**config.mk**
```make
export PLATFORM = sky130hd
export DESIGN_NAME = datapath_ctrl
export DESIGN_NICKNAME = d
export VERILOG_FILES = /design/src/rtl/ctrl_pkg.sv /design/src/rtl/instr_decoder.sv /design/src/rtl/datapath_ctrl.sv
export SDC_FILE = /design/constraint.sdc
export NUM_CORES = 1
export LEC_CHECK = 0
export ABC_AREA = 0
export BUFFER_PORTS_ARGS = -buffer_cell sky130_fd_sc_hd__buf_2
export CAP_MARGIN = 20
export CORE_MARGIN = 1
export CORE_UTILIZATION = 46
export DETAILED_ROUTE_END_ITERATION = 12
export PLACE_DENSITY = 0.79
export RECOVER_POWER = 100
export SLEW_MARGIN = 10
export SYNTH_ARGS = -nofsm -noshare
export SYNTH_HDL_FRONTEND = slang
export SYNTH_SLANG_ARGS = --single-unit
export TNS_END_PERCENT = 1
```
**constraint.sdc**
```tcl
create_clock -name clk -period 1.6 [get_ports clk]
set_input_delay 0.16 -clock clk [delete_from_list [all_inputs] [get_ports clk]]
set_output_delay 0.16 -clock clk [all_outputs]
set_load 0.03 [all_outputs]
```
**src/rtl/ctrl_pkg.sv**
```systemverilog
// rtl/ctrl_pkg.sv - shared state, opcode and select encodings for the datapath controller
package ctrl_pkg;

  typedef enum logic [2:0] {
    S_WAIT,
    S_DECODE,
    S_GET_A,
    S_GET_B,
    S_EXEC,
    S_WB_REG,
    S_WB_IMM
  } state_t;

  localparam logic [2:0] OPC_MOV = 3'b110;
  localparam logic [2:0] OPC_ALU = 3'b101;

  localparam logic [1:0] OP_MOV_REG = 2'b00;
  localparam logic [1:0] OP_MOV_IMM = 2'b10;

  localparam logic [1:0] ALU_ADD = 2'b00;
  localparam logic [1:0] ALU_SUB = 2'b01;
  localparam logic [1:0] ALU_AND = 2'b10;
  localparam logic [1:0] ALU_MVN = 2'b11;

  localparam logic [1:0] VSEL_C   = 2'b00;
  localparam logic [1:0] VSEL_IMM = 2'b01;

endpackage

```
**src/rtl/instr_decoder.sv**
```systemverilog
// rtl/instr_decoder.sv - splits the instruction register into fields and flags supported encodings
module instr_decoder
  import ctrl_pkg::*;
#(
  parameter int DW = 16,
  parameter int RW = 3
) (
  input  logic [DW-1:0] ir,
  output logic [2:0]    opcode,
  output logic [1:0]    op,
  output logic [RW-1:0] rn,
  output logic [RW-1:0] rd,
  output logic [RW-1:0] rm,
  output logic [1:0]    shift,
  output logic [DW-1:0] sximm8,
  output logic          legal
);

  assign opcode = ir[15:13];
  assign op     = ir[12:11];
  assign rn     = ir[10:8];
  assign rd     = ir[7:5];
  assign shift  = ir[4:3];
  assign rm     = ir[2:0];
  assign sximm8 = {{(DW-8){ir[7]}}, ir[7:0]};

  // Every ALU op is supported; MOV only has the immediate and register forms.
  assign legal = (opcode == OPC_ALU) ||
                 ((opcode == OPC_MOV) && ((op == OP_MOV_IMM) || (op == OP_MOV_REG)));

endmodule

```
**src/rtl/datapath_ctrl.sv**
```systemverilog
// rtl/datapath_ctrl.sv - multi-cycle Moore sequencer driving the register-file/shifter/ALU datapath
module datapath_ctrl
  import ctrl_pkg::*;
#(
  parameter int DW = 16,
  parameter int RW = 3
) (
  input  logic          clk,
  input  logic          reset_n,
  input  logic          s,
  input  logic [DW-1:0] in,
  output logic          w,
  output logic [RW-1:0] readnum,
  output logic [RW-1:0] writenum,
  output logic          write,
  output logic [1:0]    vsel,
  output logic          loada,
  output logic          loadb,
  output logic          loadc,
  output logic          loads,
  output logic          asel,
  output logic [1:0]    shift,
  output logic [1:0]    ALUop,
  output logic [DW-1:0] sximm8,
  output logic          illegal
);

  state_t        state, next;
  logic [DW-1:0] ir;
  logic [2:0]    opcode;
  logic [1:0]    op, ir_shift;
  logic [RW-1:0] rn, rd, rm;
  logic          legal, write_en;

  instr_decoder #(.DW(DW), .RW(RW)) u_dec (
    .ir    (ir),
    .opcode(opcode),
    .op    (op),
    .rn    (rn),
    .rd    (rd),
    .rm    (rm),
    .shift (ir_shift),
    .sximm8(sximm8),
    .legal (legal)
  );

  always_ff @(posedge clk) begin
    if (!reset_n) begin
      state <= S_WAIT;
      ir    <= '0;
    end else begin
      state <= next;
      if (state == S_WAIT && s) ir <= in;
    end
  end

  // A reset arriving during a writeback cycle must suppress that write too.
  assign write = write_en && reset_n;

  always_comb begin
    next     = state;
    w        = 1'b0;
    readnum  = '0;
    writenum = '0;
    write_en = 1'b0;
    vsel     = VSEL_C;
    loada    = 1'b0;
    loadb    = 1'b0;
    loadc    = 1'b0;
    loads    = 1'b0;
    asel     = 1'b0;
    shift    = 2'b00;
    ALUop    = ALU_ADD;
    illegal  = 1'b0;
    case (state)
      S_WAIT: begin
        w = 1'b1;
        if (s) next = S_DECODE;
      end
      S_DECODE: begin
        if (!legal) begin
          illegal = 1'b1;
          next    = S_WAIT;
        end else if (opcode == OPC_MOV) begin
          next = (op == OP_MOV_IMM) ? S_WB_IMM : S_GET_B;
        end else begin
          next = (op == ALU_MVN) ? S_GET_B : S_GET_A;
        end
      end
      S_GET_A: begin
        readnum = rn;
        loada   = 1'b1;
        next    = S_GET_B;
      end
      S_GET_B: begin
        readnum = rm;
        loadb   = 1'b1;
        shift   = ir_shift;
        next    = S_EXEC;
      end
      S_EXEC: begin
        shift = ir_shift;
        if (opcode == OPC_MOV) begin
          // MOV reg passes the shifted B operand through as 0 + B.
          asel  = 1'b1;
          ALUop = ALU_ADD;
          loadc = 1'b1;
          next  = S_WB_REG;
        end else begin
          ALUop = op;
          if (op == ALU_SUB) begin
            loads = 1'b1;
            next  = S_WAIT;
          end else begin
            loadc = 1'b1;
            next  = S_WB_REG;
          end
        end
      end
      S_WB_REG: begin
        write_en = 1'b1;
        vsel     = VSEL_C;
        writenum = rd;
        next     = S_WAIT;
      end
      S_WB_IMM: begin
        write_en = 1'b1;
        vsel     = VSEL_IMM;
        writenum = rn;
        next     = S_WAIT;
      end
      default: next = S_WAIT;
    endcase
  end

endmodule

```
==> results of run 1 <==
[worst reg2reg max path, cell delays in order, from the launching register on]
cell and delay (ns):
dfxtp_4 0.38, buf_4 0.14, buf_4 0.14, or4b_4 0.50, buf_12 0.17, nand2_1 0.08
a21boi_1 0.07
[final timing paths]
path / to / slack (ns)
hold reg to reg: ir[4] / 0.47
setup reg to reg: ir[14] / 0.02
hold / removal: ir[11] / 0.09
setup / recovery: writenum[2] / -0.005
[cells by family after synthesis]
family | share of synthesized area, %
AND/OR/NAND/NOR | 32.0
AO/OA/AOI/OAI | 19.7
buffers and inverters | 15.2
flip-flops | 32.8
other | 0.323
[power by group]
part           total, W  switching [W]  internal, W
Combinational  0.000238       0.000141    0.0000965
Clock          0.000238       0.000142    0.0000967
Sequential     0.000530      0.0000328     0.000498
[metrics by stage]
step,setup WS [ns],setup TNS (ns),area [sq um],cells
CTS,-0.0310,-0.117,1470,215
floorplan,-0.119,-0.346,1170,145
global route,-0.0591,-0.436,1550,218
finish,-0.00532,-0.00532,1550,218
detailed placement,0.0164,0,1340,207
global placement,0.0592,0,1340,207
[sequential cells by signal, summed over array words and instances, names as in the netlist]
name	count
ir	16
state	3
[cell usage after synthesis (2+ instances only)]
master | instances | share of area [%]
nor2_1 | 2 | 0.65
a21boi_0 | 6 | 3.9
nor4bb_1 | 3 | 2.6
clkbuf_1 | 4 | 1.3
nor2b_1 | 5 | 2.7
a22oi_1 | 3 | 1.9
nand2b_1 | 2 | 1.1
o21ai_0 | 4 | 1.7
inv_1 | 2 | 0.65
buf_4 | 17 | 11
buf_2 | 3 | 1.3
and3_1 | 2 | 1.1
and3b_1 | 2 | 1.5
dfxtp_1 | 19 | 33
nor3_1 | 2 | 0.86
a22o_1 | 3 | 2.3
nand2_1 | 33 | 11
and2_1 | 4 | 2.2
nor3b_1 | 2 | 1.3
a21boi_1 | 10 | 6.5
a21oi_1 | 3 | 1.3
[area by class of cell]
| class | instances | share of cell area [%] |
|---|---|---|
| inverters | 2 | 0.644 |
| flip-flops and latches | 19 | 25.4 |
| clock buffers | 4 | 1.69 |
| repair buffers | 66 | 27.0 |
| multi-input cells | 99 | 43.0 |
| well taps | 28 | 2.25 |
[routing by layer]
| layer | global-route usage [%] | up-vias |
|---|---|---|
| li1 | - | 567 |
| met1 | 27.6 | 553 |
| met2 | 38.7 | 43 |
| met3 | 2.61 | 8 |
| met4 | 11.0 | 0 |
| met5 | 0 | - |
[timing repair]
action                     4_1_cts  5_1_grt
gates resized for setup         25       23
buffers inserted                 4        3
pin swaps                        2        7
setup endpoints to repair       16       18
==> impl_metrics.tcl, run 1 <==
set metrics [dict create \
    port_buffers 53 \
    ant_nets 0 \
    clk-insertion-delay-late_ns 0.29 \
    area_growth_pct 33.8 \
    max_freq_mhz 623 \
    layout_commonest_cell "buf_2" \
    synth_edf_count 0 \
    nets 210 \
    cp.required_ns 1.44 \
    top_layer_used "met4" \
    drt-vias-per-instance 5.37 \
    yosys_warnings 0 \
    core_area_sq_um 2300 \
    leakagePower_nw 0.742 \
    grtUsageTotal_pct 22.5 \
    grt_max_degree 19 \
    rows 17 \
    gr-total-overflow 0 \
    cpMaxStageDelayCell "dfxtp_4" \
    holdPathStages 3 \
    path_cells "and2b_2 -> buf_6 -> a22oi_2 -> nor2b_1 -> buf_4" \
    cp-end-kind "output pin" \
    ios 55 \
    fillers 189 \
    htreeDepth 1 \
    violations "negative setup slack" \
    met3_length_um 134 \
    antenna_found_initial 0 \
    mostFrequentLayoutCells "39 x buf_2, 33 x nand2_1, 14 x buf_4, 13 x dfxtp_1, 12 x a21boi_1" \
    drtIter0Drc 32 \
    ys_seq_elements 19 \
    clk_path_buf_depth 2 \
    gp_congestion 0.874 \
    power_w 0.00101 \
    worstReg2RegStart "state[0]" \
    utilization_pct 67.6 \
    syn_nets 164 \
    cpLargestDelayFamily "flip-flops" \
    critical_path_class "flop to output pin" \
    synthCells 145 \
    drt_pass1_iterations 4 \
    hold_slack_ns 0.0904 \
    dr_wl_met2_um 1560 \
    root_buffer "clkbuf_4" \
    finalCriticalPeriod_ns 1.61 \
    yosysSeqAreaShare_pct 32.8 \
    startpoint_type "flop" \
    run_status "complete, but fails checks" \
    cts_hold_buf 0 \
    async_flop_share_pct 0 \
    crit_buf_inv 2 \
    min_path_type "input pin to flop" \
    fin_worst_skew_ns 0.000797 \
    maxCapViolCount 0 \
    drc 0 \
    grt_pass1_vias 986 \
    min-delay-start "in[11]" \
    rsz0062_at_grt "yes" \
    setup_viol 1 \
    cp_max_fo 6 \
    cts_buffers 3 \
    cts.clk_slew.worst_paths_ns 0.11 \
    cts_tree "yes" \
    routed_wl_um 3080 \
    die-height_um 52.2 \
    hold_viol 0 \
    wl_per_cell_um 14.1 \
    dieWidth_um 52.2 \
    power_density_nw_per_um2 648 \
    met1_length_um 1300 \
    synth_cell_types 35 \
    syn-cell-area_sq_um 1160 \
    dieArea_sq_um 2730 \
    synth_ff_type "dfxtp_1" \
    worst_slack_ns -0.00532 \
    grt_pass1_wl_um 4500 \
    crit_path_start "state[0]" \
    multi_input_area_sq_um 668 \
    period_share_pct 100 \
    vias 1171 \
    hpwl_um 1930 \
    r2r_cells 6 \
    critPathMaxStageDelay_ns 0.40 \
    cp.depth 5 \
    start_util_pct 50.5 \
    power.ir.vdd_worst_mv 0.570 \
    arrival_ns 1.45 \
    clkSinkCount 19 \
    syn_area_per_cell_sq_um 8.01 \
    register_area_sq_um 395 \
    antennaDiodeCount 0 \
    slew_violations 0 \
    drive_gt1_share_pct 46.3 \
]
(Power assumes the default switching activity.)
==> run 2: changes to the inputs <==
PLACE_DENSITY = not set   (was 0.79)
PLACE_DENSITY_LB_ADDON = 0.2   (was not set)
==> impl_metrics.tcl, run 2 (same netlist as run 1, synthesis figures left out) <==
set metrics [dict create \
    cp-endpoint "readnum[0]" \
    dieWidth_um 52.2 \
    maxCapViolCount 0 \
    layout_commonest_cell "nand2_1" \
    largest_reg_flops 16 \
    finalCriticalPeriod_ns 1.62 \
    power.ir.vdd_worst_mv 0.568 \
    cts_buffers 3 \
    crit_buf_inv 2 \
    drt-vias-per-instance 5.25 \
    cts_tree "yes" \
    arrival_ns 1.46 \
    cts.clk_slew.worst_paths_ns 0.11 \
    fin_worst_skew_ns 0.00275 \
    clk-insertion-delay-late_ns 0.30 \
    area_growth_pct 32.2 \
    ios 55 \
    start_util_pct 50.5 \
    drtIter0Drc 25 \
    regMostFlops "ir" \
    routed_wl_um 2940 \
    rsz0062_at_grt "yes" \
    grtUsageTotal_pct 21.5 \
    core_area_sq_um 2300 \
    dieArea_sq_um 2730 \
    worst_slack_ns -0.0228 \
    clk_path_buf_depth 2 \
    leakagePower_nw 0.721 \
    clkSinkCount 19 \
    cp.depth 5 \
    root_buffer "clkbuf_4" \
    die-height_um 52.2 \
    place_area_sq_um 1370 \
    cts_hold_buf 0 \
    startpoint_type "flop" \
    r2r_cells 5 \
    crit_path_start "state[0]" \
    instances_no_fill 220 \
    r2r_end "ir[8]" \
    max_freq_mhz 616 \
    hold_slack_ns 0.0821 \
    p_sw_share_pct 32.1 \
    reg_top3 "ir x16, state x3" \
    cpLargestDelayFamily "flip-flops" \
    hold_viol 0 \
    gr-total-overflow 0 \
    wl_per_cell_um 13.4 \
    path_cells "and2b_1 -> nand2b_1 -> inv_2 -> a22o_1 -> buf_6" \
    cp-end-kind "output pin" \
    mostFrequentLayoutCells "33 x nand2_1, 28 x buf_2, 17 x buf_4, 16 x clkbuf_1, 13 x dfxtp_1" \
    slew_violations 0 \
    final_area_sq_um 1540 \
    cp_max_fo 6 \
    drive_gt1_share_pct 40.6 \
    violations "negative setup slack" \
    ant_nets 0 \
    setup_viol 5 \
    min_path_type "input pin to flop" \
    port_buffers 53 \
    grt_max_degree 19 \
    nets 212 \
    clkPwrFrac_pct 24.6 \
    cpMaxStageDelayCell "dfxtp_4" \
    r2r_slack_ns 0.06 \
    gp_congestion 0.886 \
    period_share_pct 101 \
    seqPwrFrac_pct 52.5 \
    worstReg2RegStart "state[1]" \
    critical_path_class "flop to output pin" \
    grt_pass1_vias 987 \
    drt_pass1_iterations 4 \
    run_status "complete, but fails checks" \
    power_density_nw_per_um2 658 \
    register_area_sq_um 395 \
    dpl_worst_slack_ns 0.112 \
    antennaDiodeCount 0 \
    critPathMaxStageDelay_ns 0.40 \
    fillers 213 \
    power.switching_w 0.000324 \
    drc 0 \
    power_frac_comb_pct 22.9 \
    antenna_found_initial 0 \
    grt_pass1_wl_um 4380 \
    vias 1156 \
    htreeDepth 1 \
    cp.required_ns 1.44 \
    p_int_w 0.000685 \
    dp.cells 210 \
    rows 17 \
    hpwl_um 1980 \
    multi_input_area_sq_um 656 \
]
==> run 2: cell types whose count changed in the layout (fill, tap and decap cells not counted), sizes merged <==
cell,delta
dlymetal6s2s,+1
clkbuf,+10
buf,-9
==> run 2: routing by layer <==
layer	routed length, um	share of wire [%]	track usage, %
met1	1300	44	29.2
met2	1440	49	34.4
met3	166	5.6	2.32
met4	34	1.2	9.21
met5	0	0	0
==> run 2: worst min path at each step <==
stage / from / to / slack, ns / cells after the start
2_1_floorplan: in[4] / ir[4] / 0.29 / 2
3_3_place_gp: in[5] / ir[5] / 0.40 / 3
3_5_place_dp: in[12] / ir[12] / 0.41 / 3
4_1_cts: in[12] / ir[12] / 0.08 / 3
5_1_grt: in[5] / ir[5] / 0.08 / 3
6_report: in[12] / ir[12] / 0.08 / 3
==> run 2: tightest hold or removal path, stage by stage <==
cell,delay [ns]
buf_2,0.09
nand2_1,0.05
a21boi_1,0.05
==> run 2: layout make-up <==
class / instances / area share (%)
Multi-Input combinational cell: 99 / 42.7
Timing Repair Buffer: 68 / 27.1
Sequential cell: 19 / 25.8
Tap cell: 28 / 2.28
Clock buffer: 4 / 1.71
Inverter: 2 / 0.489
==> run 2: repair_timing <==
| item | 4_1_cts | 5_1_grt |
|---|---|---|
| buffers inserted | 2 | 4 |
| cloned | 0 | 0 |
| pin swaps | 4 | 7 |
| resized for setup | 22 | 21 |
| setup endpoints to repair | 14 | 13 |
==> run 2: power groups by stage <==
stage / Combinational, W / Clock, W / Sequential, W
floorplan: 0.000185 / 0 / 0.000532
detailed placement: 0.000216 / 0 / 0.000542
CTS: 0.000227 / 0.000253 / 0.000526
global placement: 0.000213 / 0 / 0.000540
finish: 0.000231 / 0.000249 / 0.000530
global route: 0.000251 / 0.000273 / 0.000535
==> run 2: stage by stage <==
step | setup TNS, ns | util, % | power [W]
final | -0.0762 | 66.8 | 0.00101
after floorplan | -0.346 | - | 0.000717
after global routing | -0.547 | 66.8 | 0.00106
after detailed placement | 0 | 59.5 | 0.000758
after global placement | 0 | 59.5 | 0.000752
after CTS | -0.0463 | 63.7 | 0.00101
==> run 3: changes to the inputs <==
ABC_AREA = 1   (was 0)
CORE_UTILIZATION = 44   (was 46)
SLEW_MARGIN = not set   (was 10)
==> impl_metrics.tcl, run 3 <==
set metrics [dict create \
    run_status "complete, no violations" \
    met1_usage_pct 23.1 \
    maxCapViolCount 0 \
    slew_violations 0 \
    port_buffers 53 \
    gr-total-overflow 0 \
    gp_congestion 0.799 \
    drtIter0Drc 11 \
    ys_seq_elements 19 \
    area_growth_pct 28.1 \
    syn-cell-area_sq_um 1050 \
    synth_edf_count 0 \
    start_util_pct 46.8 \
    drc 0 \
    met3_usage_pct 4.24 \
    seqPwrFrac_pct 50.3 \
    async_flop_share_pct 0 \
    regMostFlops "ir" \
    drive_gt1_share_pct 41.4 \
    startpoint_type "flop" \
    drt_pass1_iterations 3 \
    vias 1056 \
    synth_top_area_share_pct 36.4 \
    p_int_w 0.000688 \
    crit_buf_inv 2 \
    root_buffer "clkbuf_4" \
    hold_viol 0 \
    cts_hold_buf 0 \
    r2r_end "ir[13]" \
    grt.busiest_layer "met2" \
    arrival_ns 1.42 \
    grt_max_degree 32 \
    worst_slack_ns 0.0202 \
    cp.required_ns 1.44 \
    cts_tree "yes" \
    met2_usage_pct 33.3 \
    hpwl_um 1720 \
    cp-end-kind "output pin" \
    dpl_worst_slack_ns 0.184 \
    grt_pass1_vias 908 \
    period_share_pct 98.7 \
    synthTopCellsByArea "dfxtp_1 36%, buf_4 12%, a21oi_1 10%" \
    reg_top3 "ir x16, state x3" \
    cpMaxStageDelayCell "dfxtp_4" \
    critPathMaxStageDelay_ns 0.39 \
    min_to "ir[15]" \
    antenna_found_initial 0 \
    clkPwrFrac_pct 23.3 \
    dieWidth_um 50.8 \
    power.ir.vdd_worst_mv 0.750 \
    clk-insertion-delay-late_ns 0.31 \
    r2r_slack_ns 0.20 \
    synthCells 146 \
    core_area_sq_um 2230 \
    synth_ff_type "dfxtp_1" \
    syn_area_per_cell_sq_um 7.16 \
    ant_nets 0 \
    cts.clk_slew.worst_paths_ns 0.12 \
    rsz0062_at_grt "yes" \
    drt-vias-per-instance 4.93 \
    routed_wl_um 2380 \
    wl_per_cell_um 11.1 \
    grtUsageTotal_pct 19.7 \
    power_density_nw_per_um2 803 \
    yosysSeqAreaShare_pct 36.4 \
    yosysTopAreaCell "dfxtp_1" \
    yosysMostFrequentCell "inv_1" \
    min-delay-start "in[15]" \
    ios 55 \
    fin_worst_skew_ns 0.0102 \
    clk_path_buf_depth 2 \
    worstReg2RegStart "state[2]" \
    utilization_pct 60.0 \
    rows 17 \
    holdPathStages 3 \
    cp_max_fo 6 \
    htreeDepth 1 \
    max_freq_mhz 633 \
    power_frac_comb_pct 26.4 \
    dieArea_sq_um 2580 \
    setup_viol 0 \
    instances_no_fill 214 \
    clkSinkCount 19 \
    dp.cells 205 \
    path_cells "buf_4 -> nor2_4 -> nand2_2 -> o22ai_1 -> buf_2" \
    finalCriticalPeriod_ns 1.58 \
    grt_pass1_wl_um 3800 \
    p_sw_share_pct 36.1 \
    die-height_um 50.8 \
    antennaDiodeCount 0 \
    largest_reg_flops 16 \
    synth_common_cells "23 x inv_1, 21 x a21oi_1, 19 x dfxtp_1" \
    leakagePower_nw 0.650 \
    layout_commonest_cell "buf_2" \
    cts_buffers 3 \
    min_path_type "input pin to flop" \
    nets 206 \
    r2r_cells 7 \
    mostFrequentLayoutCells "37 x buf_2, 21 x inv_1, 21 x a21oi_1" \
    syn_nets 165 \
    critical_path_class "flop to output pin" \
    yosys_warnings 0 \
    cpLargestDelayFamily "flip-flops" \
    synth_cell_types 23 \
    power.switching_w 0.000388 \
]
run 3: worst max path at each step:
stage                  start         end  slack, ns  cells after the start
floorplan           state[2]    ALUop[0]     -0.007                      4
global placement    state[2]    ALUop[1]       0.26                      5
detailed placement  state[2]    ALUop[1]       0.18                      5
CTS                   ir[15]     illegal       0.02                      6
global route        state[2]    shift[0]      -0.05                      6
finish              state[2]  readnum[0]       0.02                      5
run 3: power by group through the flow:
stage / Sequential, W / Clock (W) / Combinational, W
floorplan: 0.000545 / 0 / 0.000258
global placement: 0.000547 / 0 / 0.000270
detailed placement: 0.000550 / 0 / 0.000274
CTS: 0.000538 / 0.000257 / 0.000275
global route: 0.000549 / 0.000288 / 0.000312
finish: 0.000541 / 0.000251 / 0.000284
run 3: cell type report:
type                            count  area (sq um)
Fill cell                         212           893
Multi-Input combinational cell     80           468
Sequential cell                    19           397
Timing Repair Buffer               58           317
Inverter                           25          96.3
Tap cell                           28          35.0
Clock buffer                        3          22.5
Clock inverter                      1          5.00
run 3: cells by family (layout without fill, tap and decap cells):
logic type / Yosys count / after routing / synth area share, %
compound gates: 44 / 44 / 22.0
buf+inv: 47 / 87 / 25.2
flops: 19 / 19 / 36.4
other cells: 1 / 1 / 0.359
simple gates: 35 / 35 / 16.0
run 3: per-layer routing:
metal,wire length [um],vias to the layer above
met2,1160,41
met1,1010,467
met3,139,8
met5,0,-
met4,78,0
li1,-,540
run 3: stage by stage:
step | setup TNS, ns | power, W | hold WS (ns) | instance area, sq um
floorplan | -0.0145 | 0.000803 | 0.298 | 1050
global placement | 0 | 0.000817 | 0.420 | 1180
detailed placement | 0 | 0.000823 | 0.431 | 1180
CTS | 0 | 0.00107 | 0.101 | 1230
global route | -0.266 | 0.00115 | 0.0733 | 1340
finish | 0 | 0.00108 | 0.0983 | 1340
run 3: what timing repair did:
item	CTS	global route
endpoints found under the setup margin	9	9
pin swaps	1	5
setup buffers	1	4
gates cloned	0	0
gates resized for setup	6	35
run 3: worst reg2reg max path, delay by kind of cell, from the launching register on:
kind	cells	cell delay (ns)
and+or+nand+nor	3	0.39
AOI/OAI and AO/OA	2	0.26
DFF	1	0.39
buffers and inverters	2	0.24
